`src/rtl/deco_pkg.sv`:
```
// Shared widths, field positions and types for the fetch/decode boundary.
// Field positions are the MSB of each slice; LSBs follow from the widths.
package deco_pkg;

   localparam int INSTR_W = 32;
   localparam int PC_W    = 32;
   localparam int OPC_W   = 5;
   localparam int REG_W   = 4;
   localparam int IMM_W   = 19;

   localparam int OPC_MSB = 31;
   localparam int RD_MSB  = 26;
   localparam int RS1_MSB = 22;
   localparam int RS2_MSB = 18;
   localparam int IMM_MSB = 18;

   typedef enum logic [1:0] {
      EMPTY = 2'd0,
      ONE   = 2'd1,
      TWO   = 2'd2
   } fdb_state_t;

   typedef struct packed {
      logic [PC_W-1:0]    pc;
      logic [INSTR_W-1:0] instr;
   } fdb_entry_t;

endpackage

```
`src/rtl/instr_field_split.sv`:
```
// Pure bit-slice split of a buffered entry into its decode fields.
// rs2 and imm overlap on purpose; the consumer selects by opcode.
module instr_field_split
   import deco_pkg::*;
(
   input  fdb_entry_t          entry,
   output logic [PC_W-1:0]     pc,
   output logic [OPC_W-1:0]    opcode,
   output logic [REG_W-1:0]    rd,
   output logic [REG_W-1:0]    rs1,
   output logic [REG_W-1:0]    rs2,
   output logic [IMM_W-1:0]    imm,
   output logic [INSTR_W-1:0]  instr
);

   assign pc     = entry.pc;
   assign instr  = entry.instr;
   assign opcode = entry.instr[OPC_MSB -: OPC_W];
   assign rd     = entry.instr[RD_MSB  -: REG_W];
   assign rs1    = entry.instr[RS1_MSB -: REG_W];
   assign rs2    = entry.instr[RS2_MSB -: REG_W];
   assign imm    = entry.instr[IMM_MSB -: IMM_W];

endmodule

```
`src/rtl/fetch_decode_buffer.sv`:
```
// Two-entry skid buffer between fetch and decode. Handshake flags are
// registered so in_ready never depends combinationally on out_ready.
module fetch_decode_buffer
   import deco_pkg::*;
(
   input  logic               clk,
   input  logic               rst,
   input  logic               flush,
   input  logic               in_valid,
   output logic               in_ready,
   input  logic [INSTR_W-1:0] in_instr,
   input  logic [PC_W-1:0]    in_pc,
   output logic               out_valid,
   input  logic               out_ready,
   output logic [PC_W-1:0]    out_pc,
   output logic [OPC_W-1:0]   out_opcode,
   output logic [REG_W-1:0]   out_rd,
   output logic [REG_W-1:0]   out_rs1,
   output logic [REG_W-1:0]   out_rs2,
   output logic [IMM_W-1:0]   out_imm,
   output logic [INSTR_W-1:0] out_instr
);

   fdb_state_t state_reg, state_next;
   fdb_entry_t head_reg, head_next;
   fdb_entry_t skid_reg, skid_next;
   fdb_entry_t in_entry;
   logic       in_ready_reg;
   logic       out_valid_reg;
   logic       accept;
   logic       pop;

   assign in_entry.pc    = in_pc;
   assign in_entry.instr = in_instr;

   assign accept = in_valid && in_ready_reg;
   assign pop    = out_valid_reg && out_ready;

   always_comb begin
      state_next = state_reg;
      head_next  = head_reg;
      skid_next  = skid_reg;
      case (state_reg)
         EMPTY: begin
            if (accept) begin
               head_next  = in_entry;
               state_next = ONE;
            end
         end
         ONE: begin
            if (accept && pop) begin
               head_next = in_entry;
            end else if (accept) begin
               skid_next  = in_entry;
               state_next = TWO;
            end else if (pop) begin
               state_next = EMPTY;
            end
         end
         TWO: begin
            // Skid drains into head; no accept is possible here.
            if (pop) begin
               head_next  = skid_reg;
               state_next = ONE;
            end
         end
         default: state_next = EMPTY;
      endcase
      if (flush) begin
         state_next = EMPTY;
         head_next  = head_reg;
         skid_next  = skid_reg;
      end
   end

   always_ff @(posedge clk or posedge rst) begin
      if (rst) begin
         state_reg     <= EMPTY;
         head_reg      <= '0;
         skid_reg      <= '0;
         in_ready_reg  <= 1'b1;
         out_valid_reg <= 1'b0;
      end else begin
         state_reg     <= state_next;
         head_reg      <= head_next;
         skid_reg      <= skid_next;
         in_ready_reg  <= (state_next != TWO);
         out_valid_reg <= (state_next != EMPTY);
      end
   end

   assign in_ready  = in_ready_reg;
   assign out_valid = out_valid_reg;

   instr_field_split u_split (
      .entry  (head_reg),
      .pc     (out_pc),
      .opcode (out_opcode),
      .rd     (out_rd),
      .rs1    (out_rs1),
      .rs2    (out_rs2),
      .imm    (out_imm),
      .instr  (out_instr)
   );

endmodule
```
`config.mk`:
```
export PLATFORM = sky130hd
export DESIGN_NAME = fetch_decode_buffer
export DESIGN_NICKNAME = d
export VERILOG_FILES = /design/src/rtl/deco_pkg.sv /design/src/rtl/instr_field_split.sv /design/src/rtl/fetch_decode_buffer.sv
export SDC_FILE = /design/constraint.sdc
export NUM_CORES = 1
export LEC_CHECK = 0
export BUFFER_PORTS_ARGS = -buffer_cell sky130_fd_sc_hd__buf_2
export CAP_MARGIN = 20
export CORE_MARGIN = 2
export CORE_UTILIZATION = 58
export CTS_BUF_LIST = sky130_fd_sc_hd__clkbuf_4 sky130_fd_sc_hd__clkbuf_8
export CTS_CLUSTER_DIAMETER = 150
export CTS_CLUSTER_SIZE = 8
export DETAILED_ROUTE_END_ITERATION = 6
export PLACE_DENSITY = 0.88
export RECOVER_POWER = 50
export SLEW_MARGIN = 20
export SYNTH_ARGS = -nofsm -noshare
export SYNTH_HDL_FRONTEND = slang
export SYNTH_SLANG_ARGS = --single-unit
```
`constraint.sdc`:
```
create_clock -name clk -period 11.23 [get_ports clk]
set_input_delay 3.369 -clock clk [delete_from_list [all_inputs] [get_ports clk]]
set_output_delay 3.369 -clock clk [all_outputs]
set_load 0.01 [all_outputs]
```
==> results of run 1 <==
## final cells by class
type                    count  area (um2)
flip-flops and latches    132        3300
multi-input cells         211        2290
well taps                 136         170
clock inverters            13         181
repair buffers            176         865
fillers                   748        3100
inverters                   2        8.76
clock buffers              19         262
## logic make-up after synthesis
family,after synthesis,synth area share [%]
mux,192,36.0
flops,132,55.0
buf+inv,57,6.71
compound gates,10,1.40
simple gates,9,0.896
## report_power, final
group / leakage, nW / internal (mW) / switching, mW
registers: 1.58 / 0.646 / 0.0970
clock network: 0.221 / 0.253 / 0.179
logic: 1.43 / 0.229 / 0.187
total: 3.23 / 1.13 / 0.463
## metal layers
| layer | wire length [um] | GRT usage, % |
|---|---|---|
| met5 | 0 | 0 |
| met1 | 4800 | 27.1 |
| met2 | 5570 | 34.1 |
| met3 | 745 | 7.17 |
| met4 | 168 | 8.46 |
## layout by cell type, fill, tap and decap left out, drive strengths merged
master / synthesis / final
or2: 1 / 1
a21oi: 4 / 4
clkbuf: 5 / 60
mux2: 192 / 192
a21boi: 1 / 1
nand2b: 1 / 1
nor2b: 1 / 1
inv: 2 / 1
a221oi: 1 / 1
a2bb2oi: 1 / 1
o21bai: 1 / 1
o21ai: 1 / 1
buf: 50 / 135
nand2: 3 / 3
nand3b: 1 / 1
a211o: 1 / 1
dfrtp: 131 / 131
clkinv: 0 / 7
dfstp: 1 / 1
and2: 1 / 1
clkinvlp: 0 / 3
bufinv: 0 / 4
and4b: 1 / 1
## cells in the mapped netlist (2+ instances only)
| cell | count |
|---|---|
| sky130_fd_sc_hd__nand2_1 | 3 |
| sky130_fd_sc_hd__mux2_2 | 190 |
| sky130_fd_sc_hd__inv_1 | 2 |
| sky130_fd_sc_hd__buf_4 | 36 |
| sky130_fd_sc_hd__a21oi_1 | 4 |
| sky130_fd_sc_hd__buf_6 | 6 |
| sky130_fd_sc_hd__buf_2 | 7 |
| sky130_fd_sc_hd__mux2_1 | 2 |
| sky130_fd_sc_hd__clkbuf_1 | 5 |
| sky130_fd_sc_hd__dfrtp_1 | 131 |
## stage by stage
step / worst slack (ns) / hold WS [ns]
floorplan: 4.34 / 0.474
global placement: 5.41 / 0.467
detailed placement: 5.72 / 0.488
CTS: 6.18 / 0.505
global route: 5.20 / 0.517
finish: 5.42 / 0.495
## critical path, stage by stage
cell and delay (ns):
sky130_fd_sc_hd__clkbuf_1 0.17, sky130_fd_sc_hd__nand3b_1 0.12, sky130_fd_sc_hd__a221oi_1 1.22, sky130_fd_sc_hd__buf_6 0.31
sky130_fd_sc_hd__buf_4 0.50, sky130_fd_sc_hd__mux2_2 0.40
## path summary, 6_finish.rpt
| check | start | end | depth (start not counted) |
|---|---|---|---|
| worst max register to register | state_reg[0] | head_reg[23] | 6 |
| worst min register to register | head_reg[32] | head_reg[32] | 1 |
| min in group asynchronous | rst | head_reg[20] | 2 |
| worst max-delay path | in_valid | head_reg[23] | 6 |
| max in group asynchronous | rst | head_reg[23] | 3 |
| worst min-delay path | head_reg[32] | head_reg[32] | 1 |
==> Implementation_results.wiki, run 1 <==
{| class="wikitable"
! Metric !! Value
|-
| Result of the run || finished, violations left
|-
| Failing checks || max-capacitance violations, max-slew violations
|-
| Kind of end point of the critical path || register
|-
| Initial core utilization || approximately three fifths
|-
| Post-DP HPWL || a little under 8000 um
|-
| Startpoint types || primary input
|-
| Dominant register cell in the synthesized netlist || sky130_fd_sc_hd__dfrtp_1
|-
| Vias in the first global route || 3,833
|-
| Arr. time, crit path || 6.11 ns
|-
| Wirelength per Cell || ~16 um
|-
| Instance count of the mapped netlist || 400
|-
| Proportion of layout cells with a drive suffix above 1 || approximately two thirds
|-
| Utilization of the core after routing || between 60% and 70%
|-
| Max-slew headroom at the worst pin || -26.4%
|-
| Global-route wire length before repair || 18,400 um
|-
| Count of input and output buffers || 170
|-
| Post-synthesis cell area || 6010 um2
|-
| Total routed wirelength || between 10,000 and 15,000 um
|-
| Final GP Congestion || 0.760
|-
| Worst-Margin Slew || 1.89 ns
|-
| Net count after synthesis || around 470
|-
| Largest net degree at the start of global routing || 90
|-
| Antenna-violating nets left || 0
|-
| Core area || about 10,000 um2
|-
| Dominant cell type by area after synthesis || sky130_fd_sc_hd__dfrtp_1
|-
| DP Area || ~6700 um2
|-
| Floorplan die height || around 110 um
|-
| Worst hold-check path type || register to register
|-
| Drt drc || 0
|-
| Final setup viols || 0
|-
| Internal reg-to-reg setup slack || approximately 7.7 ns
|-
| Post-Layout Cell Count || a little under 700
|-
| Required time reported for the critical path endpoint || 11.54 ns
|-
| Top cells by area in the synthesized netlist || sky130_fd_sc_hd__dfrtp_1 (55%), sky130_fd_sc_hd__mux2_2 (36%), sky130_fd_sc_hd__buf_4 (4.5%)
|-
| Router iterations before antenna repair || 4
|-
| Drt initial violations || around 120
|-
| Number of buffers added for setup after CTS || 0
|-
| Final min period || 5.81 ns
|-
| Placed cells || about 660
|-
| Global routing usage summed across all routing layers || a little over a fifth
|-
| Setup repair after global routing missed its margin || false
|-
| Clock tree root buffer cell || sky130_fd_sc_hd__clkbuf_8
|-
| Synth-to-Final Area Change || 17.9%
|-
| Post-synthesis async set-or-reset flop share || 100%
|-
| Crit Path Max Fanout || 42
|-
| Maximum clock rate || approximately 170 MHz
|-
| Unique cell type count in the Yosys netlist || 24
|-
| Placement row count || 37
|-
| Static leakage || around 3.2 nW
|-
| H-tree lvl count || 4
|-
| Number of storage elements in the synthesis netlist || approximately 130
|-
| Power density over the cells || roughly 220 nW/um2
|-
| Final critical-path share of the clock period || 51.7%
|-
| Mean number of vias per cell || ~5.3
|-
| Hold Buf Count CTS || 0
|-
| Insertion delay of the later-clocked pin in the worst-skew pair || 0.43 ns
|-
| Syn_area_per_cell || 15.0 um2
|-
| Cell area after layout || around 7100 um2
|-
| Number of buffers inserted during clock tree synthesis || 17
|-
| Horizontal die dimension || between 100 and 150 um
|-
| Total grt overflow || 0
|-
| Total via count after detailed routing || 3,685
|-
| Clock tree from TritonCTS || done
|-
| Count of final max-slew check failures || 54
|-
| Register clock-pin slew on the reported worst setup and hold paths || roughly 0.07 ns
|-
| Total of warnings raised by yosys || 0
|-
| Clock Skews || 0.00849 ns
|-
| Total number of nets in the final design || 609
|-
| Largest buffer count on any clock path || 2
|-
| Final hold vios || 0
|-
| Worst vdd rail ir drop || 129 uV
|-
| Number of antenna violations at the first check in global routing || 0
|-
| Portion of the post-synthesis area used by sequential elements || between 50% and 60%
|-
| Number of gates resized after cts || 0
|-
| Die area || 11,200 um2
|-
| Sinks on the clock net || approximately 130
|-
| Power after layout || between 1.5 and 2 mW
|-
| Fraction of synthesized cell area taken by the top area cell type || between 50% and 60%
|-
| Max Cap Viol || 1
|-
| Top-Level Pins || 171
|-
| Setup TNS || 0 ns
|-
| Start-to-end type of the worst setup path || primary input to register
|-
| Number of enable flip-flop cells after synthesis || 0
|-
| Inserted Diodes || 0
|}
Power figures use the tool's default switching activity.
==> run 2: changes to the inputs <==
--- a/config.mk
+++ b/config.mk
@@ -8,12 +8,12 @@
 export BUFFER_PORTS_ARGS = -buffer_cell sky130_fd_sc_hd__buf_2
 export CAP_MARGIN = 20
 export CORE_MARGIN = 2
-export CORE_UTILIZATION = 58
+export CORE_UTILIZATION = 54
 export CTS_BUF_LIST = sky130_fd_sc_hd__clkbuf_4 sky130_fd_sc_hd__clkbuf_8
 export CTS_CLUSTER_DIAMETER = 150
 export CTS_CLUSTER_SIZE = 8
 export DETAILED_ROUTE_END_ITERATION = 6
-export PLACE_DENSITY = 0.88
+export PLACE_DENSITY = 0.82
 export RECOVER_POWER = 50
 export SLEW_MARGIN = 20
 export SYNTH_ARGS = -nofsm -noshare
==> constraint.sdc (replaced) <==
create_clock -name clk -period 5.9 [get_ports clk]
set_input_delay 1.77 -clock clk [delete_from_list [all_inputs] [get_ports clk]]
set_output_delay 1.77 -clock clk [all_outputs]
set_load 0.01 [all_outputs]
==> run 2 against run 1 <==
The flow still finishes with violations (max-capacitance violations, max-slew violations). Sequential share of layout area grew 0.066 points. Global-route usage shrank 1.6 points. Clock power is 76% higher. Utilization is 4.3 points lower. Cell area shrank 0.14%. Hold slack improved by 0.0080 ns. Largest cell class unchanged. Largest power group unchanged.
==> Implementation_results.wiki, run 2 (synthesis gave the netlist of run 1 again) <==
{| class="wikitable"
! Metric !! Value
|-
| Placement row count || 38
|-
| Total routed wirelength || about 11,000 um
|-
| WL met3 || about 860 um
|-
| Total grt overflow || 0
|-
| Critical path buffer and inverter count || 3
|-
| Setup repair after global routing missed its margin || false
|-
| Slowest stage cell on the critical path || sky130_fd_sc_hd__clkinvlp_2
|-
| Power after layout || ~3.0 mW
|-
| Worst hold-check path type || register to register
|-
| Largest buffer count on any clock path || 2
|-
| Startpoint types || primary input
|-
| Wl on met1 || around 4800 um
|-
| Sequence of cells on the critical path || buf_2 > clkinvlp_2 > buf_4
|-
| Static leakage || 3.22 nW
|-
| Setup TNS || 0 ns
|-
| Final GP Congestion || about 0.75
|-
| Sinks on the clock net || roughly 130
|-
| Number of antenna violations at the first check in global routing || 1
|-
| Total via count after detailed routing || between 3,000 and 4,000
|-
| Required time reported for the critical path endpoint || roughly 6.4 ns
|-
| Result of the run || finished, violations left
|-
| Top library cells by usage in the layout, fill and taps aside || sky130_fd_sc_hd__mux2_2 (190), sky130_fd_sc_hd__dfrtp_1 (131), sky130_fd_sc_hd__buf_2 (130), sky130_fd_sc_hd__clkbuf_1 (40), sky130_fd_sc_hd__clkbuf_8 (18)
|-
| Commonest non-fill, non-tap cell in the layout || sky130_fd_sc_hd__mux2_2
|-
| Kind of end point of the critical path || async pin
|-
| Uppermost metal layer occupied by signal nets || met4
|-
| Arr. time, crit path || 4.01 ns
|-
| Proportion of layout cells with a drive suffix above 1 || between 60 and 70%
|-
| Count of input and output buffers || between 150 and 200
|-
| Drt drc || 0
|-
| Maximum clock rate || between 200 and 300 MHz
|-
| Global routing usage summed across all routing layers || between 10% and 20%
|-
| Start-to-end type of the worst setup path || primary input to async pin
|-
| Final hold vios || 0
|-
| Number of buffers inserted during clock tree synthesis || 17
|-
| Inserted Diodes || 0
|-
| Clock tree from TritonCTS || done
|-
| Top delay family on crit path || buffers and inverters
|-
| Max Cap Viol || 1
|-
| Die area || around 12,000 um2
|-
| Clock tree root buffer cell || sky130_fd_sc_hd__clkbuf_8
|-
| Register clock-pin slew on the reported worst setup and hold paths || 0.08 ns
|-
| FF+latch area || between 3000 and 4000 um2
|-
| Final critical-path share of the clock period || between 50% and 60%
|-
| Peak per-stage delay on the critical path || 1.45 ns
|-
| WL met2 || ~5500 um
|-
| Final setup viols || 0
|-
| Antenna-violating nets left || 0
|-
| Floorplan die height || roughly 110 um
|-
| Initial core utilization || about 55%
|-
| Power density over the cells || 419 nW/um2
|-
| Mean number of vias per cell || roughly 5.2
|-
| Drt initial violations || 140
|-
| Insertion delay of the later-clocked pin in the worst-skew pair || around 0.42 ns
|-
| H-tree lvl count || 4
|-
| Number of gates resized after cts || 0
|-
| Wirelength per Cell || ~16 um
|-
| Crit Path Max Fanout || 60
|-
| Failing checks || max-capacitance violations, max-slew violations
|-
| Worst vdd rail ir drop || 213 uV
|-
| Vias in the first global route || 3,770
|-
| Worst-Margin Slew || 2.55 ns
|-
| Max-slew headroom at the worst pin || -71.1%
|-
| Core area || roughly 11,000 um2
|-
| Number of buffers added for setup after CTS || 0
|-
| Post-DP HPWL || between 7000 and 8000 um
|-
| Final min period || ~3.5 ns
|-
| Top-Level Pins || approximately 170
|-
| Synth-to-Final Area Change || 17.7%
|-
| Number of filler cells placed in the layout || between 800 and 900
|-
| Count of final max-slew check failures || just over 60
|-
| Clock Skews || between 0.01 and 0.015 ns
|-
| Multi-input gate area || around 2300 um2
|-
| Total number of nets in the final design || 610
|-
| Router iterations before antenna repair || 4
|-
| Horizontal die dimension || about 110 um
|-
| Global-route wire length before repair || 18,000 um
|-
| Largest net degree at the start of global routing || just over 60
|-
| Hold Buf Count CTS || 0
|}
-- run 2: path summary, 6_finish.rpt --
kind	from	end	slack (ns)	cells after the start
max	rst	head_reg[42]	2.42	3
min	head_reg[32]	head_reg[32]	0.50	1
max reg2reg	state_reg[0]	skid_reg[54]	3.66	4
min reg2reg	head_reg[32]	head_reg[32]	0.50	1
max in group clk	in_valid	skid_reg[54]	2.68	5
min in group asynchronous	rst	head_reg[29]	2.06	2
-- run 2: report_power, final --
part | leakage (nW) | internal, mW | switching, mW
sequential | 1.58 | 1.23 | 0.179
combinational | 1.45 | 0.437 | 0.358
clock | 0.197 | 0.398 | 0.363
-- run 2: through the flow --
stage               instance area, um2  hold WS [ns]  util, %  instances  setup slack, ns
floorplan                         6010         0.474        -        400            0.606
global placement                  6700         0.469     61.8        661             2.44
detailed placement                6700         0.484     61.8        661             2.38
CTS                               7100         0.504     65.5        693             2.84
global route                      7070         0.520     65.2        694             1.95
finish                            7070         0.503     65.2        694             2.42
-- run 2: layer usage --
layer | vias up | GRT usage [%]
met2 | 138 | 33.8
li1 | 1674 | -
met4 | 0 | 6.24
met1 | 1795 | 23.5
met3 | 16 | 6.52
met5 | - | 0
-- run 2: layout make-up --
type / instances / share of cell area [%]
clock buffers: 19 / 3.61
inverters: 2 / 0.124
flip-flops and latches: 132 / 46.7
repair buffers: 177 / 12.3
well taps: 140 / 2.48
multi-input cells: 211 / 32.6
clock inverters: 13 / 2.11
